--- config.mk ---
export PLATFORM = sky130hd
export DESIGN_NAME = ex_mem_pipe
export DESIGN_NICKNAME = d
export VERILOG_FILES = /design/src/rtl/pipe_pkg.sv /design/src/rtl/mem_align.sv /design/src/rtl/ex_mem_pipe.sv
export SDC_FILE = /design/constraint.sdc
export NUM_CORES = 1
export LEC_CHECK = 0
export CAP_MARGIN = 25
export CORE_UTILIZATION = 45
export DETAILED_ROUTE_END_ITERATION = 12
export PLACE_DENSITY = 0.9
export SYNTH_ARGS = -nofsm -noshare
export SYNTH_HDL_FRONTEND = slang
export SYNTH_SLANG_ARGS = --single-unit
--- constraint.sdc ---
create_clock -name clk_i -period 7.83 [get_ports clk_i]
set_input_delay 1.9575 -clock clk_i [delete_from_list [all_inputs] [get_ports clk_i]]
set_output_delay 1.9575 -clock clk_i [all_outputs]
set_load 0.005 [all_outputs]
--- src/rtl/pipe_pkg.sv ---
// Shared definitions for the EX/MEM pipeline slice: access-size encodings,
// memory control bundle and the datapath width legality check.
package pipe_pkg;

    localparam logic [1:0] SZ_B = 2'd0;
    localparam logic [1:0] SZ_H = 2'd1;
    localparam logic [1:0] SZ_W = 2'd2;
    localparam logic [1:0] SZ_D = 2'd3;

    typedef struct packed {
        logic RegWrite;
        logic MemToReg;
        logic MemRead;
        logic MemWrite;
    } mem_ctrl_t;

    function automatic bit xlen_legal(input int xlen);
        return (xlen == 32) || (xlen == 64);
    endfunction

endpackage

--- src/rtl/mem_align.sv ---
// Combinational access aligner: flags misaligned/illegal sizes, builds the
// shifted byte-lane mask and moves store data into its byte lane.
module mem_align
    import pipe_pkg::*;
#(
    parameter int XLEN = 32,
    parameter int BE_W = XLEN / 8
) (
    input  logic [XLEN-1:0] addr,
    input  logic [1:0]      size,
    input  logic [XLEN-1:0] data,
    output logic            mis,
    output logic [BE_W-1:0] mask,
    output logic [XLEN-1:0] data_shifted
);

    localparam int OFF_W = $clog2(BE_W);

    logic [OFF_W-1:0] off;
    logic [7:0]       base_mask;
    logic [BE_W-1:0]  base_mask_w;

    assign off = addr[OFF_W-1:0];

    always_comb begin
        mis       = 1'b0;
        base_mask = 8'h01;
        case (size)
            SZ_B: begin
                mis       = 1'b0;
                base_mask = 8'h01;
            end
            SZ_H: begin
                mis       = addr[0];
                base_mask = 8'h03;
            end
            SZ_W: begin
                mis       = |addr[1:0];
                base_mask = 8'h0F;
            end
            default: begin
                // Doubleword accesses do not exist on a 32-bit datapath.
                mis       = (XLEN == 32) || (|addr[2:0]);
                base_mask = 8'hFF;
            end
        endcase
    end

    assign base_mask_w  = base_mask[BE_W-1:0];
    assign mask         = base_mask_w << off;
    assign data_shifted = data << {off, 3'b000};

endmodule

--- src/rtl/ex_mem_pipe.sv ---
// EX/MEM pipeline register: valid tracking, stall/flush priority, gated
// memory control and byte-lane aligned store data, one cycle of latency.
module ex_mem_pipe
    import pipe_pkg::*;
#(
    parameter int XLEN   = 32,
    parameter int REG_AW = 5,
    parameter int BE_W   = XLEN / 8
) (
    input  logic              clk_i,
    input  logic              rst_i,
    input  logic              stall_i,
    input  logic              flush_i,
    input  logic              valid_i,
    input  logic              RegWrite_i,
    input  logic              MemToReg_i,
    input  logic              MemRead_i,
    input  logic              MemWrite_i,
    input  logic [2:0]        funct3_i,
    input  logic [XLEN-1:0]   ALUResult_i,
    input  logic [XLEN-1:0]   rs2_data_i,
    input  logic [REG_AW-1:0] rd_addr_i,
    output logic              valid_o,
    output logic              RegWrite_o,
    output logic              MemToReg_o,
    output logic              MemRead_o,
    output logic              MemWrite_o,
    output logic [2:0]        funct3_o,
    output logic [XLEN-1:0]   ALUResult_o,
    output logic [XLEN-1:0]   MemData_o,
    output logic [BE_W-1:0]   mem_be_o,
    output logic [REG_AW-1:0] rd_addr_o,
    output logic              misaligned_o,
    output logic              fwd_en_o
);

    if (!xlen_legal(XLEN)) begin : g_bad_xlen
        $error("ex_mem_pipe: XLEN must be 32 or 64");
    end

    logic              mis;
    logic [BE_W-1:0]   mask;
    logic [XLEN-1:0]   data_shifted;

    mem_align #(
        .XLEN (XLEN),
        .BE_W (BE_W)
    ) u_mem_align (
        .addr         (ALUResult_i),
        .size         (funct3_i[1:0]),
        .data         (rs2_data_i),
        .mis          (mis),
        .mask         (mask),
        .data_shifted (data_shifted)
    );

    logic              valid_reg, valid_next;
    mem_ctrl_t         ctrl_reg, ctrl_next;
    logic [2:0]        funct3_reg;
    logic [XLEN-1:0]   alu_reg;
    logic [XLEN-1:0]   data_reg;
    logic [BE_W-1:0]   be_reg, be_next;
    logic [REG_AW-1:0] rd_reg;
    logic              mis_reg, mis_next;
    logic              mis_acc;

    // Misalignment only matters for instructions that touch memory.
    assign mis_acc = (MemRead_i | MemWrite_i) & mis;

    always_comb begin
        valid_next         = valid_i;
        ctrl_next.RegWrite = valid_i & RegWrite_i & (rd_addr_i != '0) & ~mis_acc;
        ctrl_next.MemToReg = valid_i & MemToReg_i;
        ctrl_next.MemRead  = valid_i & MemRead_i & ~mis_acc;
        ctrl_next.MemWrite = valid_i & MemWrite_i & ~mis_acc;
        mis_next           = valid_i & mis_acc;
        be_next            = ctrl_next.MemWrite ? mask : '0;
    end

    always_ff @(posedge clk_i or posedge rst_i) begin
        if (rst_i) begin
            valid_reg  <= 1'b0;
            ctrl_reg   <= '0;
            funct3_reg <= '0;
            alu_reg    <= '0;
            data_reg   <= '0;
            be_reg     <= '0;
            rd_reg     <= '0;
            mis_reg    <= 1'b0;
        end else if (flush_i) begin
            // Bubble: data fields are left stale on purpose.
            valid_reg <= 1'b0;
            ctrl_reg  <= '0;
            be_reg    <= '0;
            mis_reg   <= 1'b0;
        end else if (!stall_i) begin
            valid_reg  <= valid_next;
            ctrl_reg   <= ctrl_next;
            funct3_reg <= funct3_i;
            alu_reg    <= ALUResult_i;
            data_reg   <= data_shifted;
            be_reg     <= be_next;
            rd_reg     <= rd_addr_i;
            mis_reg    <= mis_next;
        end
    end

    assign valid_o      = valid_reg;
    assign RegWrite_o   = ctrl_reg.RegWrite;
    assign MemToReg_o   = ctrl_reg.MemToReg;
    assign MemRead_o    = ctrl_reg.MemRead;
    assign MemWrite_o   = ctrl_reg.MemWrite;
    assign funct3_o     = funct3_reg;
    assign ALUResult_o  = alu_reg;
    assign MemData_o    = data_reg;
    assign mem_be_o     = be_reg;
    assign rd_addr_o    = rd_reg;
    assign misaligned_o = mis_reg;
    assign fwd_en_o     = valid_reg & ctrl_reg.RegWrite & (rd_reg != '0);

endmodule

Word-level counts from Yosys, hierarchy flattened
Cells that the tools add are included.
Word-level totals
  register bits after elaboration: 82
  input bits: 81
  output and inout port bits: 83
  word-level logic and storage cells: 48
Cells by class
  eq/ne operators: 3
  shift-type cells: 2
  multiplexer cells: 11
  bitwise gates (word level): 16
  reductions and logical operators: 5
Operators with widths (count)
  32-bit by 5-bit left shift with 32-bit output: 1
  4-bit two-way mux: 5
  1-bit bitwise AND: 12
  4-bit one-hot mux with 3 select lines: 1
  5-bit nonzero test: 2
  1-bit two-way mux: 4
  4-bit by 2-bit left shift with 4-bit output: 1
  1-bit NOT: 3
  1-bit one-hot mux with 3 select lines: 1
  2-bit by 1-bit equality test with 1-bit output (second input constant): 1
  2-bit equality test (second input constant): 1
  2-bit logical NOT: 1
  2-bit by 1-bit != test with 1-bit output (second input constant): 1
  2-bit AND reduction: 1
  2-bit OR reduction: 1
  1-bit OR: 1

Logic depth before layout (Yosys ltp)
Gate-level depths: netlist (run 1).
  depth in word-level cells: 8
  gate-level depth with buffers: 5

By module
A second synthesis (run 1) with hierarchy kept.
Second synthesis, totals
  cell total of the unflattened synthesis: 268
  area, all modules: 4040.1 um2
Modules (own cells, without submodules)
  ex_mem_pipe: instances 1, cells an instance 192, area each 3424.5 um2, sequential area each 2052.0 um2
  mem_align: instances 1, cells an instance 76, area each 615.6 um2, sequential area each 0.0 um2

Worst setup path before layout (run 1)
No wires, ideal clock.
  path kind: register to output
  start: register rd_reg[0], in the netlist rd_addr_o[0]
  end: output fwd_en_o
  arrival time: 1.033 ns
  required time: 5.872 ns
  path slack: 4.840 ns
  cell stages (with the launch flop): 3
  path through: dfrtp_1 -> or3_1 -> o311a_1
On the way
  cells in the longest elaborated chain, start to end: 2
Ends and longest elaborated chain
  start: declaration: line ex_mem_pipe.sv:63  | logic [REG_AW-1:0] rd_reg;
  start signal: assignment: line ex_mem_pipe.sv:103  | rd_reg <= rd_addr_i;
  5-bit nonzero test: line ex_mem_pipe.sv:119  | assign fwd_en_o = valid_reg & ctrl_reg.RegWrite & (rd_reg != '0);
  1-bit bitwise AND: line ex_mem_pipe.sv:119
  end: declaration: line ex_mem_pipe.sv:34  | output logic fwd_en_o
Every way passes these cells.

Final worst setup path (run 1)
Same ends and word-level chain as after synthesis.

==> impl.org, run 1 <==
** Drt
- Routed Antenna Nets :: 0
- The routed layout has ~3.2k vias.
- DRC violation total after the first TritonRoute iteration :: approximately 130
- The pre-antenna-repair detailed-routing pass consisted of 5 iterations.
- After detailed routing, the total wire length is between 9 and 10 mm.
- DR vias/cell :: just over 5
- After detailed routing, the number of remaining DRC violations is 0.
- In the final routed layout, each cell accounts on average for around 15 um.

** Synth
- During synthesis, Yosys emitted a total of 0 warnings.
- For this run, the register share of the synthesized area comes to between 50 and 60%.
- Most instantiated library cell after synthesis :: sky130_fd_sc_hd__nand2_1
- Counting flops and latches in the post-synthesis netlist gives between 80 and 90.
- The commonest cells after synthesis are 146 x sky130_fd_sc_hd__nand2_1, 82 x sky130_fd_sc_hd__dfrtp_1, 32 x sky130_fd_sc_hd__mux2i_1.
- Main flop type after synthesis :: sky130_fd_sc_hd__dfrtp_1
- Main area contributors after synthesis :: sky130_fd_sc_hd__dfrtp_1 57%, sky130_fd_sc_hd__nand2_1 15%, sky130_fd_sc_hd__mux2i_1 8.9%, sky130_fd_sc_hd__mux2_2 2.5%, sky130_fd_sc_hd__a22o_1 2.4%
- Number of nets produced by synthesis :: about 440
- Cell taking the most area after synthesis :: sky130_fd_sc_hd__dfrtp_1
- After synthesis the cells add up to 3600 um^2.
- After synthesis, the share of flip-flops with an asynchronous set or reset is between 90% and 100%.
- In this run, synthesis inferred 0 flip-flops with an integrated enable.
- Syn_area_per_cell :: about 10 um^2
- After synthesis, the netlist uses 31 different library cells.
- Synthesized netlist cell count :: around 360
- Summed over its instances, the top area cell type makes up approximately 57% of the synthesized netlist area.

** Floorplanning
- Initial standard-cell utilization of the core :: roughly 47%
- Measured along the x axis, the die boundary spans 91.5 um.
- The floorplan step defined a die boundary enclosing approximately 8400 um^2.
- Placeable core region :: roughly 7700 um^2
- In this run the vertical extent of the chip is 91.5 um.
- Num rows :: 32
- In this run the count of I/O pins placed on the die edge is 164.

** Clock tree
- Count of H-tree levels built during CTS :: 3
- Post-CTS setup buffer count :: 0
- The clock net in this run drives a total of slightly above 80 sinks.
- Quantity of gates resized following cts :: 0
- Cell at the root of the clock tree :: sky130_fd_sc_hd__clkbuf_8
- TritonCTS built the clock tree.
- Number of buffers inserted during clock tree synthesis :: 9
- At the later pin of the worst-skew pair, clock insertion delay measures around 0.34 ns.
- After clock tree synthesis, the flow added hold-fix buffers numbering 0.
- No sink is reached through more buffers than the 2 on the longest clock path.
- Register clock-pin slew on the reported worst setup and hold paths :: ~0.090 ns

** Timing
- Setup violators final :: 0
- Across all hold checks on the routed design, the worst slack comes to slightly below 0.5 ns.
- The final hold violation count came to 0.
- For the pin with the worst max-slew slack, the measured transition is between 0.8 and 0.9 ns.
- Achievable frequency :: between 200 and 300 MHz
- Of the available clock period, the critical path in the final layout requires 48.4%.
- Measured against its own limit, the worst slew margin works out to approximately two fifths.
- Layout Skew :: 0 ns
- Unrepaired setup endpoints after global routing :: false
- After routing, the total negative slack on setup checks comes to 0 ns.
- The worst path needs between 3 and 4 ns of the cycle, external delays included.
- Number of slew-limit violations in the final report :: 0

** Finish
- Proportion of layout cells with a drive suffix above 1 :: 6.98%
- At the end of the flow, the number of nets in the layout was ~590.
- Non-filler cells, final :: 618
- With fillers left out, the area of the finished cells amounts to between 5000 and 6000 um^2.
- The area growth from synthesis to layout is 52.3%.
- 0 antenna diodes ended up in the layout.

** Worst setup path
- The worst setup path is captured at an output port.
- Counting cells, the worst reg-to-reg path comes to 1.
- Critical Path Fanout Max :: 3
- Type of element launching the critical path :: register
- The critical path is of the reg2out type.
- The worst register-to-register path ends at MemData_o[25]$_DFFE_PP0P_.
- In this run the critical register-to-register path is launched from MemData_o[25]$_DFFE_PP0P_.
- Across all register-to-register paths, the minimum setup slack is around 7 ns.
- Data arrival, critical path :: 1.83 ns
- Data on the critical path is required at its endpoint by between 5 and 6 ns.

** Min path
- The path with the worst hold slack has its endpoint at ALUResult_o[6]$_DFFE_PP0P_.
- Cell depth of the worst min-delay path :: 2
- The startpoint identified for the worst hold timing path is ALUResult_o[6]$_DFFE_PP0P_.
- Worst hold-check path type :: reg2reg

** Power and ir drop
- Across the VDD grid, the largest voltage drop is 0.000109 V.
- In this run the static leakage power is 0.00256 uW.
- The design draws roughly 1100 uW.
- Ratio of total power to cell area :: 193 nW/um^2

** Run
- Max-cap violations in this run came to 0.

** Placed design
- RePlAce Congestion :: approximately 0.84
- The HPWL after detailed placement is slightly below 7 mm.
- PortBufs :: around 160
- Once placement finished, the instance area stood at about 5200 um^2.
- # placed instances :: 600

** Global routing
- Across every metal layer, demand over resource in global routing totals 23.4%.
- For this run the aggregate overflow at the end of global routing stands at 0.
- Pin count of the biggest net entering global routing :: 83
- Antenna violations before repair :: 0
- First-pass GRT wire length :: between 15 and 20 mm
- The number of global-route vias before repair is 3,214.

** Outcome
- Outcome :: complete, no violations
worst max-delay path by stage:
| stage | startpoint | to | cells after the start |
|---|---|---|---|
| after global routing | rd_addr_o[0]$_DFFE_PP0P_ | fwd_en_o | 3 |
| after floorplan | rst_i | ALUResult_o[0]$_DFFE_PP0P_ | 1 |
| after CTS | rd_addr_o[0]$_DFFE_PP0P_ | fwd_en_o | 3 |
| after global placement | flush_i | MemData_o[27]$_DFFE_PP0P_ | 3 |
| after detailed placement | flush_i | MemData_o[29]$_DFFE_PP0P_ | 3 |
| final | rd_addr_o[0]$_DFFE_PP0P_ | fwd_en_o | 3 |
layer usage:
metal | share of wire (%) | track usage [%] | wire length [um] | vias up
met5 | 0 | 0 | 0 | -
met4 | 2.5 | 10.4 | 238 | 0
met3 | 5.8 | 3.94 | 542 | 18
met2 | 51 | 40.4 | 4790 | 127
met1 | 40 | 28.8 | 3770 | 1520
li1 | - | - | - | 1489
cell usage in the layout (no fill, tap or decap), drive strengths merged, types with 2 or more instances in the layout:
cell type and count:
clkbuf 9, o31ai 2, clkdlybuf4s50 162, nand2 146, o21ai 20, a2bb2oi 8, dfrtp 82, buf 6
mux2 8, or3 2, mux2i 32, a22o 10, nor2 4, inv 3, nor3 2, clkinv 2
nand4 3, nor2b 2, clkinvlp 2
cell families (layout without fill, tap and decap cells):
logic type	after synthesis	in the layout	share of synthesized area (%)
multiplexers	40	40	11.4
buffers and inverters	24	185	4.10
flip-flops	82	82	57.0
AO/OA/AOI/OAI	46	46	8.83
AND/OR/NAND/NOR	163	163	18.7
registers in the layout, indices dropped and copies added (netlist names):
register	flops
mem_be_o	4
MemWrite_o	1
funct3_o	3
valid_o	1
ALUResult_o	32
MemData_o	32
RegWrite_o	1
MemToReg_o	1
rd_addr_o	5
misaligned_o	1
MemRead_o	1
cell type report:
cell class	count	area (um^2)
repair buffers	168	1690
clock buffers	9	124
multi-input cells	249	1410
well taps	102	128
inverters	1	5.00
clock inverters	7	76.3
fillers	575	2240
flip-flops and latches	82	2050
power by group:
group | internal [uW] | leakage (uW) | total [uW] | switching, uW
Sequential | 472 | 0.00104 | 501 | 29.7
Clock | 150 | 0.0000966 | 307 | 157
Combinational | 155 | 0.00142 | 248 | 93.4
through the flow:
stage	setup slack, ns	utilization [%]
floorplan	3.76	-
global placement	3.90	67.8
detailed placement	3.83	67.8
CTS	4.02	70.4
global route	3.97	71.0
finish	4.04	71.0
worst max-delay path: stages (launching register included):
cell and delay, ns:
sky130_fd_sc_hd__dfrtp_1 0.39, sky130_fd_sc_hd__or3_1 0.37, sky130_fd_sc_hd__o311a_1 0.29, sky130_fd_sc_hd__clkdlybuf4s50_1 0.44
Note: power is estimated with default switching activity, not from simulation.
==> inputs of run 2 (changes only) <==
- CORE_UTILIZATION: 45 -> 42
- PLACE_DENSITY: 0.9 -> 0.85
- clock period: 7.83 -> 3.9 ns (I/O delays scaled with it)
==> run 2 against run 1 <==
Against the previous run: count of clock-buffer cells in the layout is 2 higher; highest routed layer unchanged; sequential power up 100%; non-clock buffer count did not move; clock power increased by 110%; sequential share of layout area grew 0.060 points; die area is 7.0% higher; largest power group unchanged; worst setup slack worse by 2.9 ns; design area is 0.16% lower; utilization is 4.7 points lower; global-route usage is 1.4 points lower; power increased by 100%; sequential cell count unchanged.
==> impl.org, run 2 (synthesis gave the netlist of run 1 again) <==
** Drt
- Detail-routed net length per standard cell :: 15.3 um (+1.2%)
- DRC violation total after the first TritonRoute iteration :: 118 (-11%)
- The first-pass iteration count of the detailed router came to 4 (-1).
- Total DRC errors in the routed layout :: 0 (unchanged)
- Routed Antenna Nets :: 0 (unchanged)
- DR vias/cell :: 5.10 (-0.10%)
- The total routed wirelength was 9.50 mm (+1.7%).
- Number of vias in the routed layout :: 3,166 (+0.38%)

** Floorplanning
- Placeable core region :: 8260 um^2 (+6.9%)
- The number of primary I/O pins is 164 (unchanged).
- The initial core utilization was 43.6% (-3.0 points).
- Die area :: 8950 um^2 (+7.0%)
- The die extent in x came to 94.6 um (+3.4%).
- DIE HEIGHT :: 94.6 um (+3.4%)
- The number of rows in the core area was 33 (+3.1%).

** Clock tree
- The post-cts gate resize count is 0 (unchanged).
- The maximum buffer depth of the clock tree is 2 (unchanged).
- Post-CTS setup buffer count :: 0 (unchanged)
- The TritonCTS buffer count was 9 (unchanged).
- TritonCTS built the clock tree.
- Count of H-tree levels built during CTS :: 3 (unchanged)
- The CTS clock-pin slew for the worst setup and hold paths was 0.08 ns (about the same).
- Cell at the root of the clock tree :: sky130_fd_sc_hd__clkbuf_8
- The clock network latency to the later pin of the worst-skew pair was 0.34 ns (about the same).
- The clock net sink count is 82 (unchanged).
- The number of buffers inserted by hold repair at cts is 0 (unchanged).

** Placed design
- The global placer's final weighted congestion was 0.787 (-6.5%).
- The post-place setup slack was 0.864 ns (-2.97 ns).
- The standard cell area after detailed placement came to 5260 um^2 (+0.36%).
- The detailed placer's ending HPWL was 7.12 mm (+4.9%).
- The number of port buffers came to 163 (unchanged).

** Finish
- The post-layout instance area is 5470 um^2 (-0.16%).
- Leaving out fill and tap cells, the most frequent cell in the layout is sky130_fd_sc_hd__clkdlybuf4s50_1.
- The total inserted antenna cells was 0 (unchanged).
- Compared with the post-synthesis result, the final layout area differs by 52.0%.
- Proportion of layout cells with a drive suffix above 1 :: 6.98% (unchanged)
- Most used cells in the layout excluding fill and tap cells :: 162 x sky130_fd_sc_hd__clkdlybuf4s50_1, 146 x sky130_fd_sc_hd__nand2_1, 82 x sky130_fd_sc_hd__dfrtp_1
- The net count reported at finish came to 592 (unchanged).
- The post-route core utilization came to 66.3% (-4.7 points).

** Worst setup path
- The kind of cell with the highest combined delay along the critical path is buffers and inverters.
- Data arrival, critical path :: 1.83 ns (about the same)
- The largest stage delay on the critical path is 0.44 ns (about the same).
- Type of element launching the critical path :: register
- The setup path with the least slack is of type reg2out.
- The slowest stage of the critical path is the sky130_fd_sc_hd__clkdlybuf4s50_1 cell.
- List of cells traversed by the critical path :: or3_1, o311a_1, clkdlybuf4s50_1
- Critical Path Fanout Max :: 3 (unchanged)
- Worst Path Buf+Inv :: 1 (unchanged)
- Capturing element type of the critical path :: output port
- Required arrival time at the worst endpoint :: 2.92 ns (-2.95 ns)

** Global routing
- Antenna violations before repair :: 0 (unchanged)
- The maximum number of pins on one net before global-route repair is 47 (-43%).
- Residual overflow from global routing :: 0 (unchanged)
- Vias in the first global route :: 3,031 (-5.7%)
- First-pass GRT wire length :: 15.0 mm (-2.1%)
- Tot GR Track Use :: 22.1% (-1.4 points)

** Power and ir drop
- The power per standard cell area came to 391 nW/um^2 (+100%).
- Maximum ir drop on the vdd rail :: 0.000202 V (+85%)
- Post-layout total power :: 2140 uW (+100%)
- LEAKAGE :: 0.00257 uW (+0.20%)

** Timing
- Final worst slack :: 1.10 ns (-2.94 ns)
- Final hold viol count :: 0 (unchanged)
- Setup repair after global routing left no endpoint under its margin.
- Worst slew slack as a fraction of its limit :: 40.6% (about the same)
- Achievable frequency :: approximately 360 MHz
- Fraction of the cycle the final worst path needs :: 71.9%
- The total negative setup slack came to 0 ns (unchanged).
- The total of endpoints with negative setup slack in the final report is 0 (unchanged).
- Min Tclk post-route :: approximately 2.8 ns
- The worst clock skew came to 0 ns (unchanged).
- The measured slew at the worst slew-check pin is 0.891 ns (+0.000210 ns).
- Number of slew-limit violations in the final report :: 0 (unchanged)

** Outcome
- Outcome :: complete, no violations

** Min path
- Worst hold-check path type :: reg2reg

** Run
- The number of maximum-capacitance constraint violations is 0 (unchanged).
## run 2: final timing paths
path	from	end	slack, ns	cells after the start
hold reg to reg	mem_be_o[0]$_DFFE_PP0P_	mem_be_o[0]$_DFFE_PP0P_	0.47	2
min in group asynchronous	rst_i	MemData_o[30]$_DFFE_PP0P_	0.97	2
max in group asynchronous	rst_i	ALUResult_o[19]$_DFFE_PP0P_	2.17	3
setup / recovery	rd_addr_o[0]$_DFFE_PP0P_	fwd_en_o	1.10	3
setup reg to reg	MemData_o[31]$_DFFE_PP0P_	MemData_o[31]$_DFFE_PP0P_	3.12	1
hold / removal	mem_be_o[0]$_DFFE_PP0P_	mem_be_o[0]$_DFFE_PP0P_	0.47	2
## run 2: power by group
| group | switching, uW | internal, uW | total (uW) |
|---|---|---|---|
| registers | 58.8 | 947 | 1010 |
| logic | 189 | 308 | 497 |
| clock network | 301 | 334 | 636 |
## run 2: layer usage
| layer | GRT usage (%) | wire length (um) | up-vias |
|---|---|---|---|
| met3 | 3.62 | 613 | 14 |
| li1 | - | - | 1492 |
| met2 | 38.6 | 5010 | 117 |
| met1 | 27.1 | 3690 | 1543 |
| met4 | 8.84 | 192 | 0 |
| met5 | 0 | 0 | - |
## run 2: tightest hold or removal path, stage by stage (launching register included)
cell and delay, ns:
sky130_fd_sc_hd__dfrtp_1 0.35, sky130_fd_sc_hd__nand2_1 0.05, sky130_fd_sc_hd__nand2_1 0.05
## run 2: per-stage QoR
| step | hold WS, ns | instances |
|---|---|---|
| floorplan | 0.463 | 355 |
| global placement | 0.450 | 605 |
| detailed placement | 0.457 | 605 |
| CTS | 0.475 | 621 |
| global route | 0.502 | 621 |
| finish | 0.472 | 621 |
## run 2: final cells by class
type                            count  area (um^2)
Fill cell                         684         2780
Clock inverter                      5         61.3
Timing Repair Buffer              168         1660
Inverter                            1         5.00
Clock buffer                       11          151
Sequential cell                    82         2050
Multi-Input combinational cell    249         1410
Tap cell                          105          131
==> inputs of run 3 (changes only) <==
- clock period: 3.9 -> 2.9 ns (I/O delays scaled with it)
==> run 3 against run 2 <==
Against the previous run: sequential share of layout area is 0.34 points lower; design area is 0.91% higher; worst setup slack worse by 0.79 ns; sequential cell count stayed put; power is 39% higher; die area stayed put; non-clock buffer count is 1 higher; clock skew stayed put; first-iteration DRC count is 5.9% lower; final cell count is 0.16% higher; combinational power is 36% higher; via count is 0.51% higher; highest routed layer unchanged.
==> impl.org, run 3 (synthesis gave the netlist of run 1 again) <==
** Worst setup path
- Setup Crit Path Kind :: reg2out
- The depth of the worst register-to-register path was 1 (unchanged).
- STA classifies the critical path startpoint as a register.
- Critical R2R Capture :: MemData_o[31]$_DFFE_PP0P_
- The maximum fanout count along the critical path was 3 (unchanged).
- The largest stage delay on the critical path was 0.44 ns (about the same).
- Slowest cell on the critical path :: sky130_fd_sc_hd__clkdlybuf4s50_1
- STA classifies the critical path endpoint as an output port.
- Data arrival, critical path :: 1.87 ns (+0.04 ns)
- List of cells traversed by the critical path :: or3_1, o311a_1, clkdlybuf4s50_1
- Beginning of the critical path :: rd_addr_o[0]$_DFFE_PP0P_
- Required arrival time at the worst endpoint :: 2.17 ns (-0.75 ns)
- In this run the critical register-to-register path is launched from MemData_o[31]$_DFFE_PP0P_.
- The internal reg-to-reg setup slack is 2.14 ns (-0.98 ns).

** Floorplanning
- # IOs :: 164 (unchanged)
- The die outline height came to 94.6 um (unchanged).
- Die X-Extent :: 94.6 um (unchanged)
- Die area :: 8950 um^2 (unchanged)
- The placeable core area came to 8260 um^2 (unchanged).
- Num rows :: 33 (unchanged)
- Initial standard-cell utilization of the core :: 43.6% (unchanged)

** Drt
- DRC violation total after the first TritonRoute iteration :: 111 (-5.9%)
- Total detailed-routing wirelength :: 9.82 mm (+3.4%)
- Number of vias in the routed layout :: 3,182 (+0.51%)
- The detailed-route vias per instance was 5.12 (+0.34%).
- Detail-routed net length per standard cell :: 15.8 um (+3.2%)
- Number of iterations in the first detailed-routing pass :: 4 (unchanged)
- The number of remaining DRC errors came to 0 (unchanged).
- Routed Antenna Nets :: 0 (unchanged)

** Timing
- Achievable frequency :: between 300 and 400 MHz
- Final hold viol count :: 0 (unchanged)
- The worst clock skew is 0 ns (unchanged).
- Min Tclk post-route :: between 2 and 3 ns
- Worst-Margin Slew :: 0.689 ns (-0.202 ns)
- The total of endpoints with negative setup slack in the final report is 0 (unchanged).
- The max-slew violation count came to 0 (unchanged).
- The worst path uses between 80 and 90% of the clock period.
- Final worst slack :: 0.304 ns (-0.793 ns)
- Worst slew slack as a fraction of its limit :: 54.0% (+13 points)
- TNS Setup :: 0 ns (unchanged)
- Setup repair after global routing left no endpoint under its margin.

** Power and ir drop
- The power per standard cell area is 539 nW/um^2 (+38%).
- LEAKAGE :: 0.00259 uW (+0.80%)
- Maximum ir drop on the vdd rail :: 0.000372 V (+84%)

** Placed design
- The global placer's final weighted congestion came to 0.819 (+4.0%).
- Post-place setup slack :: 0.383 ns (-0.481 ns)
- Post-DP Area :: 5290 um^2 (+0.62%)
- The number of port buffers was 163 (unchanged).
- The detailed placer's ending HPWL was 7.29 mm (+2.3%).

** Min path
- Startpoint of the most critical hold path :: mem_be_o[0]$_DFFE_PP0P_
- Worst hold-check path type :: reg2reg
- Cell depth of the worst min-delay path :: 2 (unchanged)
- Hold Path End :: mem_be_o[0]$_DFFE_PP0P_

** Clock tree
- The TritonCTS buffer count was 9 (unchanged).
- Hold-fix buffers, CTS :: 0 (unchanged)
- Quantity of gates resized following cts :: 0 (unchanged)
- In this run the clock root is driven by a sky130_fd_sc_hd__clkbuf_8.
- CTS tree :: done
- The post-CTS setup buffer count came to 0 (unchanged).
- The maximum buffer depth of the clock tree came to 2 (unchanged).
- The CTS clock-pin slew for the worst setup and hold paths came to 0.08 ns (about the same).
- Insertion delay to the later sink of the worst-skew pair :: 0.33 ns (about the same)
- Clock net sink count :: 82 (unchanged)
- Count of H-tree levels built during CTS :: 3 (unchanged)

** Global routing
- The maximum number of pins on one net before global-route repair was 74 (+57%).
- Antenna violations before repair :: 0 (unchanged)
- Vias in the first global route :: 3,295 (+8.7%)
- First-pass GRT wire length :: 15.6 mm (+4.4%)
- The overflow left after global routing was 0 (unchanged).
- The aggregate global-route resource usage is 22.6% (+0.53 points).

** Finish
- Proportion of layout cells with a drive suffix above 1 :: 7.16% (+0.18 points)
- Leaving out fill and tap cells, the most frequent cells in the layout are 162 x sky130_fd_sc_hd__clkdlybuf4s50_1, 146 x sky130_fd_sc_hd__nand2_1, 82 x sky130_fd_sc_hd__dfrtp_1.
- Net count of the finished layout :: 593 (+0.17%)
- Commonest non-fill, non-tap cell in the layout :: sky130_fd_sc_hd__clkdlybuf4s50_1
- The total inserted antenna cells was 0 (unchanged).
- The area growth from synthesis to layout is 53.4%.
- The post-layout instance area was 5520 um^2 (+0.91%).

** Outcome
- Outcome :: complete, no violations

** Run
- Count of maximum capacitance violations :: 0 (unchanged)
## run 3: where the power goes
| part | switching, uW | total, uW | internal (uW) |
|---|---|---|---|
| clock | 447 | 949 | 502 |
| combinational | 255 | 674 | 419 |
| sequential | 78.2 | 1350 | 1270 |
| total | 781 | 2980 | 2190 |
## run 3: stage by stage
| step | utilization, % | cells | total power [uW] | hold WS, ns |
|---|---|---|---|---|
| global placement | 64.1 | 606 | 2030 | 0.449 |
| CTS | 66.9 | 622 | 3010 | 0.491 |
| floorplan | - | 355 | 1600 | 0.463 |
| finish | 66.9 | 622 | 2980 | 0.478 |
| global route | 66.9 | 622 | 3120 | 0.499 |
| detailed placement | 64.1 | 606 | 2050 | 0.466 |
## run 3: cell type report
type / count / area (um^2)
Clock buffer: 9 / 124
Clock inverter: 7 / 106
Fill cell: 669 / 2730
Inverter: 1 / 5.00
Multi-Input combinational cell: 249 / 1410
Sequential cell: 82 / 2050
Tap cell: 105 / 131
Timing Repair Buffer: 169 / 1700
## run 3: worst max path at each step
stage / endpoint / slack (ns) / depth (start not counted)
2_1_floorplan: ALUResult_o[0]$_DFFE_PP0P_ / 0.07 / 1
3_3_place_gp: MemData_o[22]$_DFFE_PP0P_ / 0.43 / 4
3_5_place_dp: MemData_o[22]$_DFFE_PP0P_ / 0.38 / 4
4_1_cts: fwd_en_o / 0.28 / 3
5_1_grt: fwd_en_o / 0.24 / 3
6_report: fwd_en_o / 0.30 / 3
## run 3: metal layers
layer | routed length [um] | up-vias | GRT usage (%)
li1 | - | 1496 | -
met1 | 3870 | 1574 | 27.1
met2 | 5250 | 100 | 40.8
met3 | 579 | 12 | 4.75
met4 | 127 | 0 | 6.31
met5 | 0 | - | 0
## run 3: worst max-delay path, delay by kind of cell (launching register included)
kind | cells | cell delay [ns]
compound gates | 1 | 0.31
buf+inv | 1 | 0.44
flops | 1 | 0.40
simple gates | 1 | 0.39
